--- config.mk ---
export PLATFORM = sky130hd
export DESIGN_NAME = x_fifo32
export DESIGN_NICKNAME = d
export VERILOG_FILES = /design/src/rtl/x_fifo_pkg.sv /design/src/rtl/x_ramd32.sv /design/src/rtl/x_fifo32.sv
export SDC_FILE = /design/constraint.sdc
export NUM_CORES = 1
export LEC_CHECK = 0
export BUFFER_PORTS_ARGS = -buffer_cell sky130_fd_sc_hd__buf_2
export CAP_MARGIN = 20
export CORE_ASPECT_RATIO = 1.2
export CORE_MARGIN = 4
export CORE_UTILIZATION = 55
export DETAILED_ROUTE_END_ITERATION = 8
export MAX_ROUTING_LAYER = met4
export PLACE_DENSITY = 0.71
export SLEW_MARGIN = 15
export SYNTH_ARGS = -nofsm -noshare
export SYNTH_HDL_FRONTEND = slang
export SYNTH_SLANG_ARGS = --single-unit
--- constraint.sdc ---
create_clock -name CLK -period 3.14 [get_ports CLK]
set_clock_uncertainty 0.2 [all_clocks]
set_input_delay 0 -clock CLK [delete_from_list [all_inputs] [get_ports CLK]]
set_output_delay 0 -clock CLK [all_outputs]
set_load 0.02 [all_outputs]
--- src/rtl/x_fifo_pkg.sv ---
// x_fifo_pkg: shared sizing constants for the 32-deep distributed-RAM FIFO
package x_fifo_pkg;
  localparam int DEPTH = 32;
  localparam int ADDR_W = 5;
  localparam int CNT_W = 6;
  typedef logic [ADDR_W-1:0] addr_t;
  typedef logic [CNT_W-1:0] cnt_t;
endpackage

--- src/rtl/x_ramd32.sv ---
// x_ramd32: 32x1 dual-port RAM, synchronous write, asynchronous read
module x_ramd32
  import x_fifo_pkg::*;
(
  input  logic  CLK,
  input  logic  WE,
  input  logic  I,
  input  addr_t WADR,
  input  addr_t RADR,
  output logic  O
);
  logic mem_q [DEPTH];
  always_ff @(posedge CLK)
    if (WE) mem_q[WADR] <= I;
  assign O = mem_q[RADR];
endmodule

--- src/rtl/x_fifo32.sv ---
// x_fifo32: 32-entry first-word-fall-through FIFO over per-bit distributed RAM
module x_fifo32
  import x_fifo_pkg::*;
#(
  parameter int WIDTH = 1
) (
  input  logic             CLK,
  input  logic             RST,
  input  logic [WIDTH-1:0] I,
  input  logic             I_VALID,
  output logic             I_READY,
  output logic [WIDTH-1:0] O,
  output logic             O_VALID,
  input  logic             O_READY,
  output logic [CNT_W-1:0] COUNT,
  output logic             FULL,
  output logic             EMPTY
);
  addr_t wptr_q, wptr_d, rptr_q, rptr_d;
  cnt_t cnt_q, cnt_d;
  logic push, pop;
  always_comb begin
    FULL = cnt_q == CNT_W'(DEPTH);
    EMPTY = cnt_q == '0;
    I_READY = !FULL;
    O_VALID = !EMPTY;
    COUNT = cnt_q;
    push = I_VALID && I_READY;
    pop = O_VALID && O_READY;
    wptr_d = wptr_q + ADDR_W'(push);
    rptr_d = rptr_q + ADDR_W'(pop);
    cnt_d = cnt_q + CNT_W'(push) - CNT_W'(pop);
  end
  always_ff @(posedge CLK)
    if (RST) begin
      wptr_q <= '0;
      rptr_q <= '0;
      cnt_q <= '0;
    end else begin
      wptr_q <= wptr_d;
      rptr_q <= rptr_d;
      cnt_q <= cnt_d;
    end
  // RAM is never cleared; equal pointers after reset hide stale words
  for (genvar g = 0; g < WIDTH; g++) begin : g_bit
    x_ramd32 u_ram (
      .CLK (CLK),
      .WE  (push),
      .I   (I[g]),
      .WADR(wptr_q),
      .RADR(rptr_q),
      .O   (O[g])
    );
  end
endmodule

==> impl_metrics.json, run 1 <==
{
  "dpl_worst_slack_ns": 0.474,
  "grt_pass1_wl_um": 6870,
  "htreeDepth": 2,
  "max_freq_ghz": 0.373,
  "rows": 25,
  "antenna_cells": 0,
  "hold_depth": 5,
  "tns_ns": 0,
  "r2r_start": "COUNT[4]",
  "reg2reg_depth": 13,
  "ys_dominant_reg_cell": "edfxtp_1",
  "worst_slack_ns": 0.462,
  "synthDistinctLibCells": 33,
  "cp-end-kind": "register",
  "cp-start-kind": "register",
  "path_max_fanout": 3,
  "grt-ovfl-total": 0,
  "min-delay-start": "I_VALID",
  "cp.required_ns": 3.12,
  "fin_cells": 261,
  "power.leakage_nw": 0.944,
  "area_growth_pct": 10.3,
  "clock_latency_ns": 0.30,
  "min_period_ns": 2.68,
  "antenna_found_initial": 0,
  "vias_per_cell": 5.51,
  "p_per_area_nw_per_um2": 725,
  "post_cts_buffers": 0,
  "grt_max_degree": 33,
  "mostFrequentLayoutCells": "nor2_1 (43), edfxtp_1 (32), dfxtp_1 (16)",
  "nets": 225,
  "dp_cells": 250,
  "yosysSeqAreaShare": 0.556,
  "status": "complete, no violations",
  "die_x_um": 67.1,
  "syn_area_per_cell_um2": 12.3,
  "critPathKind": "register to register",
  "cts.sinks": 48,
  "die_area_um2": 5290,
  "startpoint": "COUNT[4]",
  "dp.final_hpwl_um": 2980,
  "async_flop_share": 0,
  "reg2reg_slack_ns": 0.46,
  "r2r-end": "COUNT[4]",
  "place_congestion": 0.796,
  "slew_headroom": 0.690,
  "min_to": "wptr_q[0]",
  "max_cap_viol_count": 0,
  "die_y_um": 78.9,
  "cp.arrival_ns": 2.66,
  "drc": 0,
  "final_common_cell": "nor2_1",
  "wl_um": 4150,
  "hold_path.class": "input pin to register",
  "core_area_um2": 4000,
  "netlist_area_um2": 2300,
  "cts_tree": "done",
  "port_buffers": 15,
  "clockBufferDepth": 2,
  "dr.pass1.iters": 4,
  "slew_violations": 0,
  "grt.total_usage": 0.183,
  "synth_nets": 207,
  "root_buffer": "clkbuf_8",
  "cts_buffers": 5,
  "num_vias": 1438,
  "post_route_cells_drive_above_1_share": 0.130,
  "rsz0062_at_grt": "no",
  "cts_resized": 0,
  "wl_per_cell_um": 15.9,
  "clk_pin_slew_ns": 0.08,
  "synthCells": 188,
  "synth_edf_count": 32,
  "yosysWarnings": 0,
  "drt_iter0_drc": 101,
  "ys_ff_latch": 48,
  "ioPinCount": 16,
  "finalCritPeriodShare": 0.853,
  "tightestPinTransition_ns": 0.464,
  "fin_total_pwr_w": 0.00184,
  "setup_violations": 0,
  "final_antenna_net_count": 0,
  "grt_pass1_vias": 1416,
  "initial_core_util": 0.575,
  "ir_drop_uv": 603,
  "hold_viol": 0
}
==> how the worst max path moves through the flow <==
stage	end	slack, ns	depth (start not counted)
after floorplan	COUNT[4]	0.33	13
after global placement	COUNT[4]	0.60	13
after detailed placement	COUNT[4]	0.47	13
after CTS	COUNT[4]	0.45	13
after global routing	COUNT[4]	0.28	13
final	COUNT[4]	0.46	13
==> per-layer routing <==
layer	track usage	share of wire
met3	0.0467	0.026
met2	0.289	0.53
met4	0.0669	0.017
met1	0.226	0.43
met5	-	0
==> cells in the mapped netlist (3+ instances only) <==
library cell | n | area [µm²]
edfxtp_1 | 32 | 961
mux4_1 | 7 | 184
ha_1 | 13 | 163
nor2b_1 | 5 | 31.3
clkbuf_1 | 5 | 18.8
nand2_1 | 3 | 11.3
nand3b_1 | 6 | 45.0
inv_1 | 13 | 48.8
nor2_1 | 43 | 161
xnor2_1 | 3 | 26.3
dfxtp_1 | 16 | 320
nand3_1 | 9 | 45.0
xor2_1 | 5 | 43.8
==> through the flow <==
stage          cell area, µm²  hold slack (ns)   util
2_1_floorplan            2300           -0.101      -
3_3_place_gp             2420            0.156  0.603
3_5_place_dp             2420            0.184  0.603
4_1_cts                  2540           0.0447  0.634
5_1_grt                  2540           0.0741  0.634
6_report                 2540           0.0550  0.634
==> final cells by class <==
type,instances,area (µm²)
clock inverter,1,7.51
multi-input combinational,119,936
inverter,13,48.8
timing repair buffer,19,113
clock buffer,7,86.3
fill,342,1460
sequential,48,1280
tap,54,67.6
==> state kept, by name (all words and copies together) (netlist names) <==
name	cells
g_bit.u_ram.mem_q	32
COUNT	6
rptr_q	5
wptr_q	5
==> kinds of logic after synthesis <==
family / count (synthesis) / share of synthesized area
xor+xnor: 8 / 0.0304
fa+ha+maj: 14 / 0.0793
compound gates: 8 / 0.0244
mux: 11 / 0.108
flops: 48 / 0.556
buf+inv: 21 / 0.0375
simple gates: 78 / 0.164
==> worst max-delay path, cell delays in order, from the launching register on <==
cell	delay, ns
dfxtp_1	0.31
inv_1	0.11
ha_1	0.16
nand3_1	0.10
and2_1	0.20
ha_1	0.29
inv_1	0.06
ha_1	0.15
inv_1	0.05
fa_1	0.39
nand2b_1	0.16
a21oi_1	0.20
o21a_1	0.13
nor3_1	0.04
==> what timing repair did <==
item                                   in CTS  in global routing
hold buffers                                3                  0
endpoints found under the hold margin      47                  0
setup endpoints to repair                   0                  0
==> power by group <==
group	leakage (nW)	internal (W)	switching, W
clock	0.0445	0.000179	0.000200
sequential	0.419	0.000729	0.0000657
combinational	0.480	0.000298	0.000370
Power figures use the tool's default switching activity.
==> inputs of run 2 (changes only) <==
--- a/config.mk
+++ b/config.mk
@@ -6,13 +6,12 @@
 export NUM_CORES = 1
 export LEC_CHECK = 0
 export BUFFER_PORTS_ARGS = -buffer_cell sky130_fd_sc_hd__buf_2
-export CAP_MARGIN = 20
 export CORE_ASPECT_RATIO = 1.2
 export CORE_MARGIN = 4
 export CORE_UTILIZATION = 55
 export DETAILED_ROUTE_END_ITERATION = 8
 export MAX_ROUTING_LAYER = met4
-export PLACE_DENSITY = 0.71
+export PLACE_DENSITY_LB_ADDON = 0.05
 export SLEW_MARGIN = 15
 export SYNTH_ARGS = -nofsm -noshare
 export SYNTH_HDL_FRONTEND = slang
==> constraint.sdc (replaced) <==
create_clock -name CLK -period 3.3 [get_ports CLK]
set_clock_uncertainty 0.2 [all_clocks]
set_input_delay 0 -clock CLK [delete_from_list [all_inputs] [get_ports CLK]]
set_output_delay 0 -clock CLK [all_outputs]
set_load 0.02 [all_outputs]
==> run 2 against run 1 <==
Die area unchanged. Fmax decreased by 2.5%. Sequential power decreased by 3.9%. Clock-buffer cell count decreased by 1. Wire length decreased by 2.9%. Combinational power decreased by 8.1%. Clock power decreased by 13%. Register-to-register slack improved by 0.09 ns. Largest cell class unchanged. Highest routed layer unchanged.
==> impl_metrics.json, run 2 (synthesized netlist as in run 1, its figures left out) <==
{
  "post_cts_buffers": 0,
  "slew_headroom": 0.645,
  "cts_resized": 0,
  "finalCritPeriodShare": 0.832,
  "place_congestion": 0.907,
  "cts_hold_buf": 3,
  "drc": 0,
  "initial_core_util": 0.575,
  "grt_pass1_wl_um": 6820,
  "largest_register_ffs": 32,
  "fin_cells": 260,
  "nets": 224,
  "die_area_um2": 5290,
  "p_per_area_nw_per_um2": 677,
  "cts.sinks": 48,
  "antenna_cells": 0,
  "final_common_cell": "nor2_1",
  "cts_buffers": 5,
  "vias_per_cell": 5.48,
  "setup_violations": 0,
  "grt_max_degree": 33,
  "grt.total_usage": 0.177,
  "cp.required_ns": 3.27,
  "tns_ns": 0,
  "area_growth_pct": 9.56,
  "status": "complete, no violations",
  "clock_latency_ns": 0.29,
  "antenna_found_initial": 0,
  "dp.final_hpwl_um": 2860,
  "critPathKind": "register to register",
  "hold_path.class": "input pin to register",
  "min-delay-start": "I_VALID",
  "wl_per_cell_um": 15.5,
  "max_freq_ghz": 0.364,
  "power.leakage_nw": 0.935,
  "tightestPinTransition_ns": 0.532,
  "num_vias": 1424,
  "htreeDepth": 2,
  "cp-start-kind": "register",
  "root_buffer": "clkbuf_8",
  "core_area_um2": 4000,
  "rsz0062_at_grt": "no",
  "drt_iter0_drc": 83,
  "cp.arrival_ns": 2.72,
  "post_route_cells_drive_above_1_share": 0.126,
  "rows": 25,
  "hold_viol": 0,
  "hold_depth": 5,
  "grt-ovfl-total": 0,
  "clk_pin_slew_ns": 0.08,
  "final_antenna_net_count": 0,
  "max_cap_viol_count": 0,
  "die_x_um": 67.1,
  "mostFrequentLayoutCells": "nor2_1 (43), edfxtp_1 (32), dfxtp_1 (16)",
  "grt_pass1_vias": 1435,
  "die_y_um": 78.9,
  "min_period_ns": 2.75,
  "startpoint": "COUNT[4]",
  "cp-end-kind": "register",
  "port_buffers": 15,
  "ioPinCount": 16,
  "reg2reg_depth": 13,
  "wl_um": 4020,
  "slew_violations": 0,
  "dp_cells": 249,
  "clockBufferDepth": 2,
  "dr.pass1.iters": 4,
  "path_max_fanout": 3,
  "regMostFlops": "g_bit.u_ram.mem_q",
  "ir_drop_uv": 493,
  "r2r_start": "COUNT[4]",
  "cts_tree": "done"
}
-- run 2: layer usage --
metal,GRT usage,vias up,wire [µm]
met4,0.0548,0,46
met5,-,-,0
met2,0.298,16,2140
met3,0.0382,4,125
li1,-,699,-
met1,0.212,705,1720
-- run 2: final cells by class --
type                       instances  area, µm²
inverter                          13       48.8
clock buffer                       6       72.6
clock inverter                     2       12.5
fill                             353       1480
multi-input combinational        119        936
timing repair buffer              18        105
sequential                        48       1280
tap                               54       67.6
-- run 2: stage by stage --
| step | instance area [µm²] | setup slack (ns) | total power, W | util | hold WS, ns |
|---|---|---|---|---|---|
| 2_1_floorplan | 2300 | 0.493 | 0.00123 | - | -0.101 |
| 5_1_grt | 2520 | 0.359 | 0.00182 | 0.630 | 0.0970 |
| 4_1_cts | 2520 | 0.568 | 0.00173 | 0.630 | 0.0676 |
| 6_report | 2520 | 0.554 | 0.00171 | 0.630 | 0.0705 |
| 3_3_place_gp | 2410 | 0.741 | 0.00137 | 0.602 | 0.161 |
| 3_5_place_dp | 2410 | 0.591 | 0.00139 | 0.602 | 0.185 |
-- run 2: power by group --
group / internal (W) / switching [W] / leakage, nW
clock network: 0.000148 / 0.000182 / 0.0412
registers: 0.000693 / 0.0000695 / 0.419
logic: 0.000276 / 0.000338 / 0.475
total: 0.00112 / 0.000590 / 0.935
-- run 2: final timing paths --
check,to,slack [ns]
max,COUNT[4],0.55
min,wptr_q[0],0.07
max reg2reg,COUNT[4],0.55
min reg2reg,rptr_q[2],0.43
-- run 2: critical path, stage by stage (launching register included) --
cell and delay (ns):
dfxtp_1 0.32, inv_1 0.10, ha_1 0.16, nand3_1 0.12
and2_1 0.21, ha_1 0.29, inv_1 0.06, ha_1 0.17
inv_1 0.06, fa_1 0.40, nand2b_1 0.16, a21oi_1 0.20
o21a_1 0.14, nor3_1 0.05
==> inputs of run 3 (changes only) <==
--- a/config.mk
+++ b/config.mk
@@ -8,7 +8,7 @@
 export BUFFER_PORTS_ARGS = -buffer_cell sky130_fd_sc_hd__buf_2
 export CORE_ASPECT_RATIO = 1.2
 export CORE_MARGIN = 4
-export CORE_UTILIZATION = 55
+export CORE_UTILIZATION = 53
 export DETAILED_ROUTE_END_ITERATION = 8
 export MAX_ROUTING_LAYER = met4
 export PLACE_DENSITY_LB_ADDON = 0.05
==> constraint.sdc (replaced) <==
create_clock -name CLK -period 2.27 [get_ports CLK]
set_clock_uncertainty 0.2 [all_clocks]
set_input_delay 0 -clock CLK [delete_from_list [all_inputs] [get_ports CLK]]
set_output_delay 0 -clock CLK [all_outputs]
set_load 0.02 [all_outputs]
==> run 3 against run 2 <==
The run now ends with negative setup slack left. Setup slack got worse by 0.61 ns. Wire length increased by 7.6%. Sequential share of layout area is 4.1 points lower. Flip-flop and latch count stayed put. Sequential power rose by 48%. Global-route usage is 0.47 points higher. Critical path type unchanged. Critical endpoint unchanged.
==> impl_metrics.json, run 3 (synthesized netlist as in run 1, its figures left out) <==
{
  "status": "finished with violations",
  "violations": "negative setup slack",
  "setup_violations": 1,
  "final_common_cell": "nor2_1",
  "wl_per_cell_um": 15.7,
  "clock_latency_ns": 0.29,
  "min_period_ns": 2.33,
  "drt_iter0_drc": 59,
  "cp.required_ns": 2.24,
  "rsz0062_at_grt": "yes",
  "hold_path.class": "input pin to register",
  "antenna_found_initial": 0,
  "slew_headroom": 0.676,
  "die_area_um2": 5470,
  "wl_um": 4330,
  "critPathKind": "register to register",
  "clockBufferDepth": 2,
  "initial_core_util": 0.545,
  "dr.pass1.iters": 4,
  "root_buffer": "clkbuf_8",
  "antenna_cells": 0,
  "htreeDepth": 2,
  "slowest_delay_ns": 0.36,
  "area_growth_pct": 21.4,
  "slew_violations": 0,
  "mostFrequentLayoutCells": "nor2_1 (42), edfxtp_1 (32), buf_2 (15), buf_4 (15)",
  "ir_drop_uv": 771,
  "path_cells": "inv_4, ha_4, nand4bb_4, nand2_4, ha_4, inv_2, ha_4, inv_2, fa_2, nand2b_4, a21oi_4, o21a_1, nor3_1",
  "crit_buf_inv": 3,
  "cts_buffers": 5,
  "worst_slack_ns": -0.0595,
  "cp-end-kind": "register",
  "grt_max_degree": 33,
  "fin_total_pwr_w": 0.00297,
  "power.leakage_nw": 1.02,
  "clk_pin_slew_ns": 0.08,
  "core_area_um2": 4230,
  "finalCritPeriodShare": 1.03,
  "grt-ovfl-total": 0,
  "cp_top_family": "adder cells",
  "path_max_fanout": 2,
  "grt.total_usage": 0.182,
  "p_per_area_nw_per_um2": 1060,
  "cts.sinks": 48,
  "cts_tree": "done",
  "grt_pass1_vias": 1504,
  "port_buffers": 15,
  "dp_cells": 264,
  "dp.final_hpwl_um": 3170,
  "cpMaxStageDelayCell": "dfxtp_4",
  "place_congestion": 0.716,
  "hold_slack_ns": 0.107,
  "tightestPinTransition_ns": 0.486,
  "regMostFlops": "g_bit.u_ram.mem_q",
  "max_freq_ghz": 0.429,
  "die_y_um": 80.2,
  "grt_pass1_wl_um": 7070,
  "cp.arrival_ns": 2.30,
  "die_x_um": 68.2,
  "tns_ns": -0.0595,
  "crit_top_cell": "ha_4",
  "final_antenna_net_count": 0,
  "vias_per_cell": 5.43,
  "num_vias": 1498,
  "max_cap_viol_count": 0,
  "nets": 238,
  "cp-start-kind": "register",
  "hold_viol": 0,
  "ioPinCount": 16,
  "fin_cells": 276,
  "rows": 26,
  "largest_register_ffs": 32,
  "post_route_cells_drive_above_1_share": 0.332,
  "drc": 0
}
## run 3: final cells by class
| cell class | count | area [µm²] |
|---|---|---|
| sequential | 48 | 1300 |
| fill | 337 | 1430 |
| timing repair buffer | 32 | 208 |
| multi-input combinational | 119 | 1070 |
| clock inverter | 1 | 6.26 |
| clock buffer | 7 | 86.3 |
| tap | 56 | 70.1 |
| inverter | 13 | 56.3 |
## run 3: worst paths after layout
path         startpoint         to  slack (ns)  cells past startpoint
max            COUNT[2]   COUNT[4]       -0.06                     13
min reg2reg   rptr_q[2]  rptr_q[2]        0.42                      2
max reg2reg    COUNT[2]   COUNT[4]       -0.06                     13
min             O_READY  rptr_q[0]        0.11                      5
## run 3: worst reg2reg max path, cell delays in order, from the launching register on
cell       delay [ns]
dfxtp_4          0.36
inv_4            0.06
ha_4             0.15
nand4bb_4        0.13
nand2_4          0.10
ha_4             0.20
inv_2            0.06
ha_4             0.12
inv_2            0.03
fa_2             0.34
nand2b_4         0.16
a21oi_4          0.15
o21a_1           0.12
nor3_1           0.04
## run 3: per-stage QoR
step	area, µm²	util	setup slack [ns]
3_3_place_gp	2650	0.626	-0.0236
4_1_cts	2780	0.657	-0.0801
5_1_grt	2800	0.661	-0.170
2_1_floorplan	2440	-	-0.118
3_5_place_dp	2650	0.626	-0.110
6_report	2800	0.661	-0.0595
## run 3: where the power goes
part	leakage (nW)	internal, W	switching, W
registers	0.423	0.00103	0.0000980
clock network	0.0488	0.000249	0.000270
logic	0.547	0.000685	0.000639
## run 3: routing by layer
layer / routed length, µm / part of all wire / GRT usage / vias to the layer above
met4: 57 / 0.013 / 0.0696 / 0
met1: 1780 / 0.41 / 0.202 / 744
met5: 0 / 0 / - / -
met2: 2380 / 0.55 / 0.319 / 18
li1: - / - / - / 731
met3: 108 / 0.025 / 0.0322 / 5
## run 3: timing repair
item	CTS	global route
buffers inserted	1	1
pin swaps	5	6
resized for setup	4	7
setup endpoints to repair	3	5
hold buffers	2	0
endpoints found under the hold margin	47	0
